File: src/rtl/mem_arb_pkg.sv
// Shared types and defaults for the two-master data-memory arbiter.
package mem_arb_pkg;

  typedef enum logic [1:0] {
    IDLE = 2'd0,
    OWN0 = 2'd1,
    OWN1 = 2'd2
  } arb_state_e;

  localparam int MAX_LOCK_DEFAULT = 8;

endpackage

File: src/rtl/mem_arb_rr.sv
// Two-way round-robin pick: on contention the master that was not granted last wins.
module mem_arb_rr (
  input  logic       i_req0,
  input  logic       i_req1,
  input  logic       i_last1,
  output logic [1:0] o_gnt
);

  assign o_gnt[0] = i_req0 & (~i_req1 | i_last1);
  assign o_gnt[1] = i_req1 & (~i_req0 | ~i_last1);

endmodule

File: src/rtl/mem_arbiter.sv
// Two-master arbiter in front of a single-port data memory with combinational read data.
// Grants are combinational; read data returns registered one cycle after the grant.
module mem_arbiter
  import mem_arb_pkg::*;
#(
  parameter int ADDR_WIDTH = 8,
  parameter int DATA_WIDTH = 32,
  parameter int MAX_LOCK   = MAX_LOCK_DEFAULT
) (
  input  logic                         clk,
  input  logic                         rst_n,
  input  logic                         m0_req,
  input  logic                         m0_wr,
  input  logic                         m0_lock,
  input  logic        [ADDR_WIDTH-1:0] m0_addr,
  input  logic signed [DATA_WIDTH-1:0] m0_wdata,
  output logic                         m0_gnt,
  output logic                         m0_rvalid,
  output logic signed [DATA_WIDTH-1:0] m0_rdata,
  input  logic                         m1_req,
  input  logic                         m1_wr,
  input  logic                         m1_lock,
  input  logic        [ADDR_WIDTH-1:0] m1_addr,
  input  logic signed [DATA_WIDTH-1:0] m1_wdata,
  output logic                         m1_gnt,
  output logic                         m1_rvalid,
  output logic signed [DATA_WIDTH-1:0] m1_rdata,
  output logic                         mem_wr,
  output logic        [ADDR_WIDTH-1:0] mem_addr,
  output logic signed [DATA_WIDTH-1:0] mem_wdata,
  input  logic signed [DATA_WIDTH-1:0] mem_rdata
);

  localparam int CW = $clog2(MAX_LOCK + 1);

  arb_state_e                  r_state;
  logic                        r_last1;
  logic        [CW-1:0]        r_cnt;
  logic                        r_rvalid0;
  logic                        r_rvalid1;
  logic signed [DATA_WIDTH-1:0] r_rdata0;
  logic signed [DATA_WIDTH-1:0] r_rdata1;

  logic [1:0] w_rr_gnt;
  logic [1:0] w_gnt;
  logic       w_cnt_max;

  // First grant of a new ownership counts as one locked grant if the other master is waiting.
  function automatic logic [CW-1:0] f_lock_cnt(input logic i_same_owner,
                                               input logic i_other_req,
                                               input logic [CW-1:0] i_cnt);
    if (!i_same_owner) return i_other_req ? CW'(1) : '0;
    if (i_other_req && (i_cnt != CW'(MAX_LOCK))) return i_cnt + CW'(1);
    return i_cnt;
  endfunction

  mem_arb_rr u_rr (
    .i_req0 (m0_req),
    .i_req1 (m1_req),
    .i_last1(r_last1),
    .o_gnt  (w_rr_gnt)
  );

  assign w_cnt_max = (r_cnt == CW'(MAX_LOCK));

  always_comb begin
    w_gnt = 2'b00;
    case (r_state)
      OWN0: begin
        if (m0_req) w_gnt = (w_cnt_max && m1_req) ? 2'b10 : 2'b01;
        else        w_gnt = w_rr_gnt;
      end
      OWN1: begin
        if (m1_req) w_gnt = (w_cnt_max && m0_req) ? 2'b01 : 2'b10;
        else        w_gnt = w_rr_gnt;
      end
      default: w_gnt = w_rr_gnt;
    endcase
    if (!rst_n) w_gnt = 2'b00;
  end

  assign m0_gnt    = w_gnt[0];
  assign m1_gnt    = w_gnt[1];
  assign mem_wr    = (w_gnt[0] & m0_wr) | (w_gnt[1] & m1_wr);
  assign mem_addr  = w_gnt[1] ? m1_addr  : m0_addr;
  assign mem_wdata = w_gnt[1] ? m1_wdata : m0_wdata;

  always_ff @(posedge clk or negedge rst_n) begin
    if (!rst_n) begin
      r_state   <= IDLE;
      r_last1   <= 1'b1;
      r_cnt     <= '0;
      r_rvalid0 <= 1'b0;
      r_rvalid1 <= 1'b0;
      r_rdata0  <= '0;
      r_rdata1  <= '0;
    end else begin
      r_rvalid0 <= w_gnt[0] & ~m0_wr;
      r_rvalid1 <= w_gnt[1] & ~m1_wr;
      if (w_gnt[0] && !m0_wr) r_rdata0 <= mem_rdata;
      if (w_gnt[1] && !m1_wr) r_rdata1 <= mem_rdata;

      if (w_gnt[0]) begin
        r_last1 <= 1'b0;
        if (m0_lock) begin
          r_state <= OWN0;
          r_cnt   <= f_lock_cnt(r_state == OWN0, m1_req, r_cnt);
        end else begin
          r_state <= IDLE;
          r_cnt   <= '0;
        end
      end else if (w_gnt[1]) begin
        r_last1 <= 1'b1;
        if (m1_lock) begin
          r_state <= OWN1;
          r_cnt   <= f_lock_cnt(r_state == OWN1, m0_req, r_cnt);
        end else begin
          r_state <= IDLE;
          r_cnt   <= '0;
        end
      end else begin
        r_state <= IDLE;
        r_cnt   <= '0;
      end
    end
  end

  assign m0_rvalid = r_rvalid0;
  assign m1_rvalid = r_rvalid1;
  assign m0_rdata  = r_rdata0;
  assign m1_rdata  = r_rdata1;

endmodule

File: config.mk
export PLATFORM = sky130hd
export DESIGN_NAME = mem_arbiter
export DESIGN_NICKNAME = d
export VERILOG_FILES = /design/src/rtl/mem_arb_pkg.sv /design/src/rtl/mem_arb_rr.sv /design/src/rtl/mem_arbiter.sv
export SDC_FILE = /design/constraint.sdc
export NUM_CORES = 1
export LEC_CHECK = 0
export BUFFER_PORTS_ARGS = -buffer_cell sky130_fd_sc_hd__buf_2
export CAP_MARGIN = 0
export CORE_AREA = 8 8 87 128
export DETAILED_ROUTE_END_ITERATION = 10
export DIE_AREA = 0 0 95 136
export HOLD_SLACK_MARGIN = 0.06
export PLACE_DENSITY_LB_ADDON = 0.25
export SYNTH_ARGS = -nofsm -noshare
export SYNTH_HDL_FRONTEND = slang
export SYNTH_SLANG_ARGS = --single-unit
File: constraint.sdc
create_clock -name clk -period 5.25 [get_ports clk]
set_input_delay 0.525 -clock clk [delete_from_list [all_inputs] [get_ports clk]]
set_output_delay 0.525 -clock clk [all_outputs]
set_load 0.03 [all_outputs]
==> After elaboration in Yosys (flattened, before gate mapping) <==
Cells that the tools add are included.
{ "classes": {"add_sub_neg": 1, "multipliers": 0, "div": 0, "order_cmp": 0, "n_eq_ne": 6, "shifts": 0, "mux": 44, "bitwise_logic": 14, "reduce_logical": 10} }
{ "ops": {"columns": ["cell", "count"], "rows": [
  ["4-bit 2-to-1 mux", 12],
  ["32-bit 2-to-1 mux", 1],
  ["1-bit 2-to-1 mux", 21],
  ["2-bit 2-to-1 mux", 8],
  ["8-bit 2-to-1 mux", 1],
  ["1-bit AND", 6],
  ["1-bit logical AND", 6],
  ["5-bit by 3-bit != test with 1-bit output, second input constant", 1],
  ["1-bit NOT", 5],
  ["4-bit by 1-bit adder with 4-bit output, second input constant", 1],
  ["4-bit equality test, second input constant", 1],
  ["4-bit by 2-bit != test with 1-bit output, second input constant", 1],
  ["4-bit != test, second input constant", 1],
  ["2-bit one-hot mux with 2 select lines", 1],
  ["1-bit bitwise OR", 3],
  ["2-bit by 1-bit equality test with 1-bit output, second input constant", 1],
  ["2-bit equality test, second input constant", 1],
  ["1-bit logical NOT", 2],
  ["2-bit AND reduction", 1],
  ["2-bit nonzero test", 1]
]} }
{ "totals": {"reg_bits": 73, "latch_bits": 0, "ram_bits": 0, "mem_bits_ro": 0, "inputBits": 120, "output_inout_bits": 109, "word_cells": 82, "mem_count": 0} }

==> Depth between registers and ports, before layout <==
Gate-level depths: netlist (run 1).
{ "depth": {"ltp_word": 17, "depth_mapped": 11, "mapped_depth_nobuf": 8} }

==> Cells and area by module <==
Synthesis (run 1) repeated with hierarchy kept, for this count alone.
{ "unflattened": {"cells_unflattened": 410, "area_unflattened_um2": 3580.9} }
{ "by_module_without_submodules": {"columns": ["module", "n_inst", "cells_per_inst", "area_per_inst_um2", "seq_area_each_um2"], "rows": [
  ["mem_arbiter", 1, 407, 3562.2, 1828.0],
  ["mem_arb_rr", 1, 3, 18.8, 0.0]
]} }

==> Worst setup path after synthesis (run 1) <==
Ideal clock, no wire load.
{ "synth_timing": {"path_type": "register -> output", "start": "register r_state[0]", "end": "output port mem_wdata[22]", "arrival_time_ps": 2016, "required_time_ps": 4725, "path_slack_ps": 2709, "path_stages_with_launch": 10, "n_path_buf": 2, "path_cell_list": "dfrtp_1 > inv_1 > ha_1 > buf_2 > a31oi_1 > o311ai_4 > inv_2 > buf_2 > nand2_1 > nand2_1"} }
{ "synth_between": {"elab_chain_len": 4, "elab_cells_between_ends": 5, "classes_between": "eq/ne (2); mux (3)"} }
{ "synth_lines": {"columns": ["element", "line_no", "rtl"], "rows": [
  ["start: declaration", "mem_arbiter.sv:36", "arb_state_e r_state;"],
  ["start signal: assignment", "mem_arbiter.sv:90", "r_state <= IDLE;"],
  ["start signal: assignment", "mem_arbiter.sv:106", "r_state <= OWN0;"],
  ["start signal: assignment", "mem_arbiter.sv:109", "r_state <= IDLE;"],
  ["2-bit equality test / 2-bit by 1-bit equality test with 1-bit output (equally long branches)", "mem_arbiter.sv:68", "case (r_state)"],
  ["2-bit one-hot mux with 2 select lines (*)", "mem_arbiter.sv:68", null],
  ["2-bit 2-to-1 mux (*)", "mem_arbiter.sv:79", "if (!rst_n) w_gnt = 2'b00;"],
  ["net m1_gnt", "mem_arbiter.sv:25", "output logic m1_gnt,"],
  ["32-bit 2-to-1 mux (*)", "mem_arbiter.sv:86", "assign mem_wdata = w_gnt[1] ? m1_wdata : m0_wdata;"],
  ["end: declaration", "mem_arbiter.sv:30", "output logic signed [DATA_WIDTH-1:0] mem_wdata,"]
]} }
The timed path passes the listed nets; every way through them passes the cells marked *.

==> Final worst setup path (run 1) <==
{ "layout_timing": {"start": "register r_state[0]", "end": "output port mem_wdata[29]"} }
{ "layout_between": {"elab_chain_len": 4, "elab_cells_between_ends": 5, "classes_between": "eq/ne (2); mux (3)"} }
{ "layout_lines": {"columns": ["element", "line_no"], "rows": [
  ["2-bit equality test / 2-bit by 1-bit equality test with 1-bit output (equally long branches)", "mem_arbiter.sv:68"],
  ["2-bit one-hot mux with 2 select lines (*)", "mem_arbiter.sv:68"],
  ["2-bit 2-to-1 mux (*)", "mem_arbiter.sv:79"],
  ["32-bit 2-to-1 mux (*)", "mem_arbiter.sv:86"]
]} }
Every way passes the cells marked *; elsewhere a longest branch is shown, timed or not.

==> summary.md, run 1 <==
| Metric | Value |
|---|---|
| Mapped cell area | 0.003687 mm2 |
| Post-synth top area share | 0.4886 |
| Fraction of layout cells with a size suffix above 1 | 0.5330 |
| Clock transition at the registers of the reported paths | around 0.060 ns |
| Most used cell along the critical path | nand2_1 |
| Logic pwr share | 0.440 |
| Peak Freq | 310.5 MHz |
| Die Area | ~0.013 mm2 |
| Largest net degree at the start of global routing | 74 |
| GR Overflow Total | 0 |
| Critical path data arrival time | about 2.7 ns |
| Switch share | 0.4142 |
| TNS Setup | 0 ns |
| Buffers on Ports | roughly 230 |
| Dpl hpwl | approximately 9.4 mm |
| Core Box Area | about 0.0094 mm2 |
| Number of global-route vias before repair | roughly 3.4k |
| Synth Area per Inst | 11.14 um2 |
| Leading area contributor after synthesis | dfrtp_1 |
| Post-Syn Nets | about 460 |
| Max Used Layer | met4 |
| CP max FO | 42 |
| Placed Cells | 660 |
| Top_reg_cell synth | dfrtp_1 |
| Area contributors post-synth | dfrtp_1, nand2_1, mux2_4, mux2_1, mux2_2 |
| Syn. warnings | 0 |
| Vias/cell | ~4.8 |
| CP cell instances | inv_1 > ha_1 > a31oi_1 > o311ai_4 > inv_2 > nand2_1 > nand2_1 > buf_2 |
| Count leader, synth | nand2_1 |
| Synth cell count leaders | nand2_1, dfrtp_1, mux2_4, mux2_1, mux2_2 |
| GRT Resource Usage Total | 0.1782 |
| CP max stage cell | inv_2 |
| Peak supply drop | 0.0003312 V |
| Post-CTS Hold Fix Bufs | 0 |
| Final hold vios | 0 |
| Detail Route Antenna Nets | 0 |
| Pins Over Slew Limit | 0 |
| Final GP Congestion | about 0.91 |
| Non-Filler Instances | between 600 and 700 |
| Power share of the clock group | 0.229 |
| Diodes inserted | 0 |
| Root Driver | clkbuf_16 |
| Post-synthesis sequential area ratio | 0.4958 |
| IO Count | about 230 |
| Crit end category | output pin |
| Die W | 95 um |
| Final-report setup violation count | 0 |
| Hold WS | 0.4322 ns |
| Dpl cell area | 0.004838 mm2 |
| Power Density | approximately 500 mW/mm2 |
| Lkg Pwr | between 2 and 3 nW |
| CP Launch Type | flip-flop |
| Routed via count | approximately 3.2k |
| Min Tclk post-route | between 3 and 4 ns |
| Max Cap Viol | 0 |
| Switching pwr | about 0.0011 W |
| Initial antenna violation count | 0 |
| Post-synth ARST share | 1.000 |
| Clock Latency Late Sink | 0.33 ns |
| Die height | approximately 140 um |
| Seq pwr share | 0.331 |
| Filler cells | 867 |
| Crit path required time | 4.72 ns |
| CTS tree | yes |
| Cts bufs inserted | 9 |
| RSZ-0062 raised after global routing | no |
| Yosys cell types | 41 |
| Final worst path period share | 0.6134 |
| Clk buf depth | 2 |
| Min-Delay Path Class | in2reg |
| Met3 wire len | between 1.5 and 2 mm |
| Rows | 44 |
| Int Power | approximately 0.0015 W |
| Wire length on met2 | around 5.5 mm |
| Drt pass-1 iters | 4 |
| Mapped Cells | ~330 |
| Delay-heaviest family, CP | buffers and inverters |
| Drt wl/cell | about 17 um |
| Post-synth EDFFs | 0 |
| Area growth syn-to-layout | 39.23% |
| Cts repair resizes | 0 |
| DRC | 0 |
| Worst Tran Pin Value | slightly above 0.9 ns |
| Flops & latches, synth | between 70 and 80 |
| Initial core utilization | 0.3917 |
| DRT iter0 DRCs | roughly 110 |
| Worst slew margin | 0.3926 |
| Postcts setup bufs | 0 |
| Final nets | 680 |
| Global-route wire length before repair | around 18 mm |
| Outcome | finished clean |
| Final Skew | roughly 0.0053 ns |
| CP Class | reg2out |
| Max stage delay on crit path | ~0.51 ns |
| Detailed Route WL | 11.69 mm |
| WP buf/inv | 3 |
| Clk sinks | 73 |
| Metal1 wirelength | about 4.1 mm |
| Post-route cell area | between 0.005 and 0.006 mm2 |
| H-tree levels | 3 |
## layer usage
| layer | GRT usage | up-vias |
|---|---|---|
| li1 | - | 1548 |
| met5 | 0 | - |
| met2 | 0.2859 | 190 |
| met1 | 0.1888 | 1460 |
| met4 | 0.06713 | 0 |
| met3 | 0.1017 | 19 |
## worst register-to-register path, cell delays in order (launching register included)
cell	delay (ns)
dfrtp_1	0.34
inv_1	0.05
ha_1	0.40
a31oi_1	0.31
and3_1	0.45
nor2b_4	0.58
buf_4	0.45
mux2_2	0.38
## cells in the final DEF (no fill, tap or decap), drive strengths merged, types with 2 or more instances in the layout
cell type  instances
a21oi              3
a31oi              2
and2               2
buf              231
clkbuf            10
clkinv             4
dfrtp             72
ha                 4
inv               10
mux2              64
nand2            126
nand3              3
nor2               3
nor3b              3
o21ai              4
o31ai              2
## power by group through the flow
stage | logic [W] | clock network, W | registers [W]
finish | 0.00115 | 0.000600 | 0.000866
global route | 0.00122 | 0.000639 | 0.000891
CTS | 0.00117 | 0.000617 | 0.000869
detailed placement | 0.00117 | 0 | 0.000871
global placement | 0.00115 | 0 | 0.000866
floorplan | 0.000398 | 0 | 0.00126
## cell type report
cell class / count / area, um2 / area share
clock inverters: 6 / 66.31 / 0.01292
repair buffers: 231 / 1164 / 0.2267
clock buffers: 10 / 229.0 / 0.04460
well taps: 115 / 143.9 / 0.02803
inverters: 9 / 33.78 / 0.006581
multi-input cells: 232 / 1669 / 0.3251
flip-flops and latches: 73 / 1828 / 0.3561
## cell families (layout without fill, tap and decap cells)
group	Yosys count	after routing	synth area share
AOI/OAI and AO/OA	19	19	0.04378
adders and majority gates	4	4	0.01357
buffers and inverters	26	256	0.05157
DFF	73	73	0.4958
muxes	65	65	0.2277
and+or+nand+nor	144	144	0.1676
## per-stage QoR
step	total power, W	setup slack, ns	utilization
2_1_floorplan	0.001654	2.709	-
3_3_place_gp	0.002018	2.301	0.5140
3_5_place_dp	0.002039	2.136	0.5140
4_1_cts	0.002655	1.997	0.5453
5_1_grt	0.002749	1.832	0.5453
6_report	0.002616	2.029	0.5453
## worst paths after layout
kind	from	to	slack, ns	cells after the start
setup / recovery	r_state[0]$_DFF_PN0_	mem_wdata[29]	2.03	8
hold / removal	mem_rdata[30]	m1_rdata[30]$_DFFE_PN0P_	0.43	2
setup reg to reg	r_state[0]$_DFF_PN0_	m0_rdata[1]$_DFFE_PN0P_	2.17	7
hold reg to reg	m1_rdata[22]$_DFFE_PN0P_	m1_rdata[22]$_DFFE_PN0P_	0.48	1
max in group asynchronous	rst_n	m1_rdata[30]$_DFFE_PN0P_	4.18	2
min in group asynchronous	rst_n	m1_rdata[3]$_DFFE_PN0P_	0.47	2
## registers in the layout (all words and copies together), names as in the netlist
register	flops
m0_rdata	32
m0_rvalid	1
m1_rdata	32
m1_rvalid	1
r_cnt	4
r_last1	1
r_state	2
Power figures use the tool's default switching activity.
==> inputs of run 2 (changes only) <==
==> constraint.sdc (replaced) <==
create_clock -name clk -period 3.2 [get_ports clk]
set_input_delay 0.32 -clock clk [delete_from_list [all_inputs] [get_ports clk]]
set_output_delay 0.32 -clock clk [all_outputs]
set_load 0.03 [all_outputs]
==> summary.md, run 2 (synthesis gave the netlist of run 1 again) <==
| Metric | Value |
|---|---|
| Final-report setup violation count | 0 (unchanged) |
| Detail Route Antenna Nets | 0 (unchanged) |
| CP max FO | 20 (-52%) |
| Filler cells | 831 (-4.2%) |
| Initial antenna violation count | 1 (+1) |
| Detailed Route WL | 11.85 mm (+1.4%) |
| Worst Slack Setup Final | 0.3329 ns (-1.697 ns) |
| RSZ-0062 raised after global routing | no |
| Rows | 44 (unchanged) |
| Final hold vios | 0 (unchanged) |
| Drt pass-1 iters | 4 (unchanged) |
| Post-Place Worst Slack | 0.5465 ns (-1.590 ns) |
| Final nets | 685 (+0.74%) |
| Diodes inserted | 0 (unchanged) |
| Switch share | 0.4125 (-0.001729) |
| Final GP Congestion | 0.8567 (-5.9%) |
| Cts repair resizes | 0 (unchanged) |
| Peak supply drop | 0.0005518 V (+67%) |
| Initial core utilization | 0.3917 (unchanged) |
| Power share of the clock group | 0.228 (about the same) |
| Fraction of layout cells with a size suffix above 1 | 0.5371 (+0.004126) |
| Outcome | finished clean |
| Logic pwr share | 0.441 (about the same) |
| Most frequent cells in the layout | buf_2, nand2_1, dfrtp_1, mux2_4, mux2_1 |
| CTS tree | yes |
| Die height | 136 um (unchanged) |
| Root Driver | clkbuf_16 |
| H-tree levels | 3 (unchanged) |
| Min-Delay Path Class | in2reg |
| Max Cap Viol | 0 (unchanged) |
| IO Count | 229 (unchanged) |
| Dpl hpwl | 9.635 mm (+2.9%) |
| DRC | 0 (unchanged) |
| Int Power | 0.002523 W (+65%) |
| CP Launch Type | flip-flop |
| Min Tclk post-route | approximately 2.9 ns |
| Global-route wire length before repair | 17.97 mm (+0.85%) |
| Final worst path period share | 0.8960 |
| GRT Resource Usage Total | 0.1823 (+0.004134) |
| Core Box Area | 0.009414 mm2 (unchanged) |
| Vias/cell | 4.838 (+1.7%) |
| Clk sinks | 73 (unchanged) |
| Die W | 95 um (unchanged) |
| Largest net degree at the start of global routing | 74 (unchanged) |
| R2r setup slk | 0.57 ns (-1.60 ns) |
| Area growth syn-to-layout | 40.62% |
| Drt wl/cell | 17.40 um (+0.68%) |
| DRT iter0 DRCs | 124 (+14%) |
| Clock transition at the registers of the reported paths | 0.06 ns (about the same) |
| Worst Tran Pin Value | 0.9124 ns (+0.001193 ns) |
| Lkg Pwr | 2.817 nW (+0.78%) |
| Buffers on Ports | 228 (unchanged) |
| Hold WS | 0.2256 ns (-0.2066 ns) |
| Worst slew margin | 0.3918 (-0.0007960) |
| Final Skew | 0.006283 ns (+0.001027 ns) |
| TNS Setup | 0 ns (unchanged) |
| Postcts setup bufs | 0 (unchanged) |
| Die Area | 0.01292 mm2 (unchanged) |
| Critical path data arrival time | 2.55 ns (-0.15 ns) |
| Routed via count | 3295 (+2.4%) |
| Seq pwr share | 0.331 (about the same) |
| Most common cell after layout, fill and taps aside | buf_2 |
| Cts bufs inserted | 9 (unchanged) |
| GR Overflow Total | 0 (unchanged) |
| Pins Over Slew Limit | 0 (unchanged) |
| Post-CTS Hold Fix Bufs | 0 (unchanged) |
| Switching pwr | 0.001772 W (+63%) |
| Crit path required time | 2.88 ns (-1.84 ns) |
| Crit end category | output pin |
| Peak Freq | about 350 MHz |
| Number of global-route vias before repair | 3493 (+2.0%) |
| CP Class | reg2out |
| Clk buf depth | 2 (unchanged) |
| Clock Latency Late Sink | 0.33 ns (about the same) |
| Power Density | 828.4 mW/mm2 (+63%) |
run 2: changes by cell type in the layout (fill, tap and decap cells not counted), sizes merged:
cell / change
clkinvlp: +2
clkinv: -2
buf: +5
run 2: area by class of cell:
type                       instances  area, um2  share of cell area
sequential                        73       1828              0.3526
multi-input combinational        232       1669              0.3219
timing repair buffer             236       1214              0.2341
clock buffer                      10      229.0             0.04416
tap                              115      143.9             0.02775
clock inverter                     6      67.56             0.01303
inverter                           9      33.78            0.006515
run 2: per-layer routing:
layer | GRT usage | share of wire | up-vias
met5 | 0 | 0.0010 | -
met2 | 0.3010 | 0.48 | 182
met4 | 0.07236 | 0.015 | 2
met1 | 0.1977 | 0.36 | 1539
li1 | - | - | 1557
met3 | 0.08237 | 0.14 | 15
run 2: path summary, 6_finish.rpt:
kind / from / end / cells past startpoint
max: r_state[0]$_DFF_PN0_ / mem_wdata[15] / 9
min: mem_rdata[7] / m1_rdata[7]$_DFFE_PN0P_ / 2
max reg2reg: r_state[0]$_DFF_PN0_ / m1_rdata[5]$_DFFE_PN0P_ / 8
min reg2reg: m1_rdata[27]$_DFFE_PN0P_ / m1_rdata[27]$_DFFE_PN0P_ / 1
max in group asynchronous: rst_n / m0_rdata[27]$_DFFE_PN0P_ / 2
min in group asynchronous: rst_n / m0_rdata[9]$_DFFE_PN0P_ / 2
run 2: power groups by stage:
| stage | Combinational, W | Clock, W | Sequential, W |
|---|---|---|---|
| after floorplan | 0.000653 | 0 | 0.00206 |
| after global placement | 0.00190 | 0 | 0.00142 |
| after detailed placement | 0.00192 | 0 | 0.00143 |
| after CTS | 0.00193 | 0.00101 | 0.00143 |
| after global routing | 0.00201 | 0.00104 | 0.00146 |
| final | 0.00189 | 0.000980 | 0.00142 |
run 2: per-stage QoR:
stage,utilization,instances,cell area (um2),total power (W)
6_report,0.5508,681,5185,0.004295
5_1_grt,0.5508,681,5185,0.004517
4_1_cts,0.5508,681,5185,0.004359
3_5_place_dp,0.5193,665,4888,0.003352
3_3_place_gp,0.5193,665,4888,0.003326
2_1_floorplan,-,331,3687,0.002714
run 2: worst max-delay path, stage by stage, from the launching register on:
cell      delay (ns)
dfrtp_1         0.34
inv_1           0.05
ha_1            0.40
a31oi_1         0.36
o311ai_4        0.17
inv_2           0.28
buf_4           0.23
nand2_1         0.06
nand2_1         0.10
buf_2           0.21
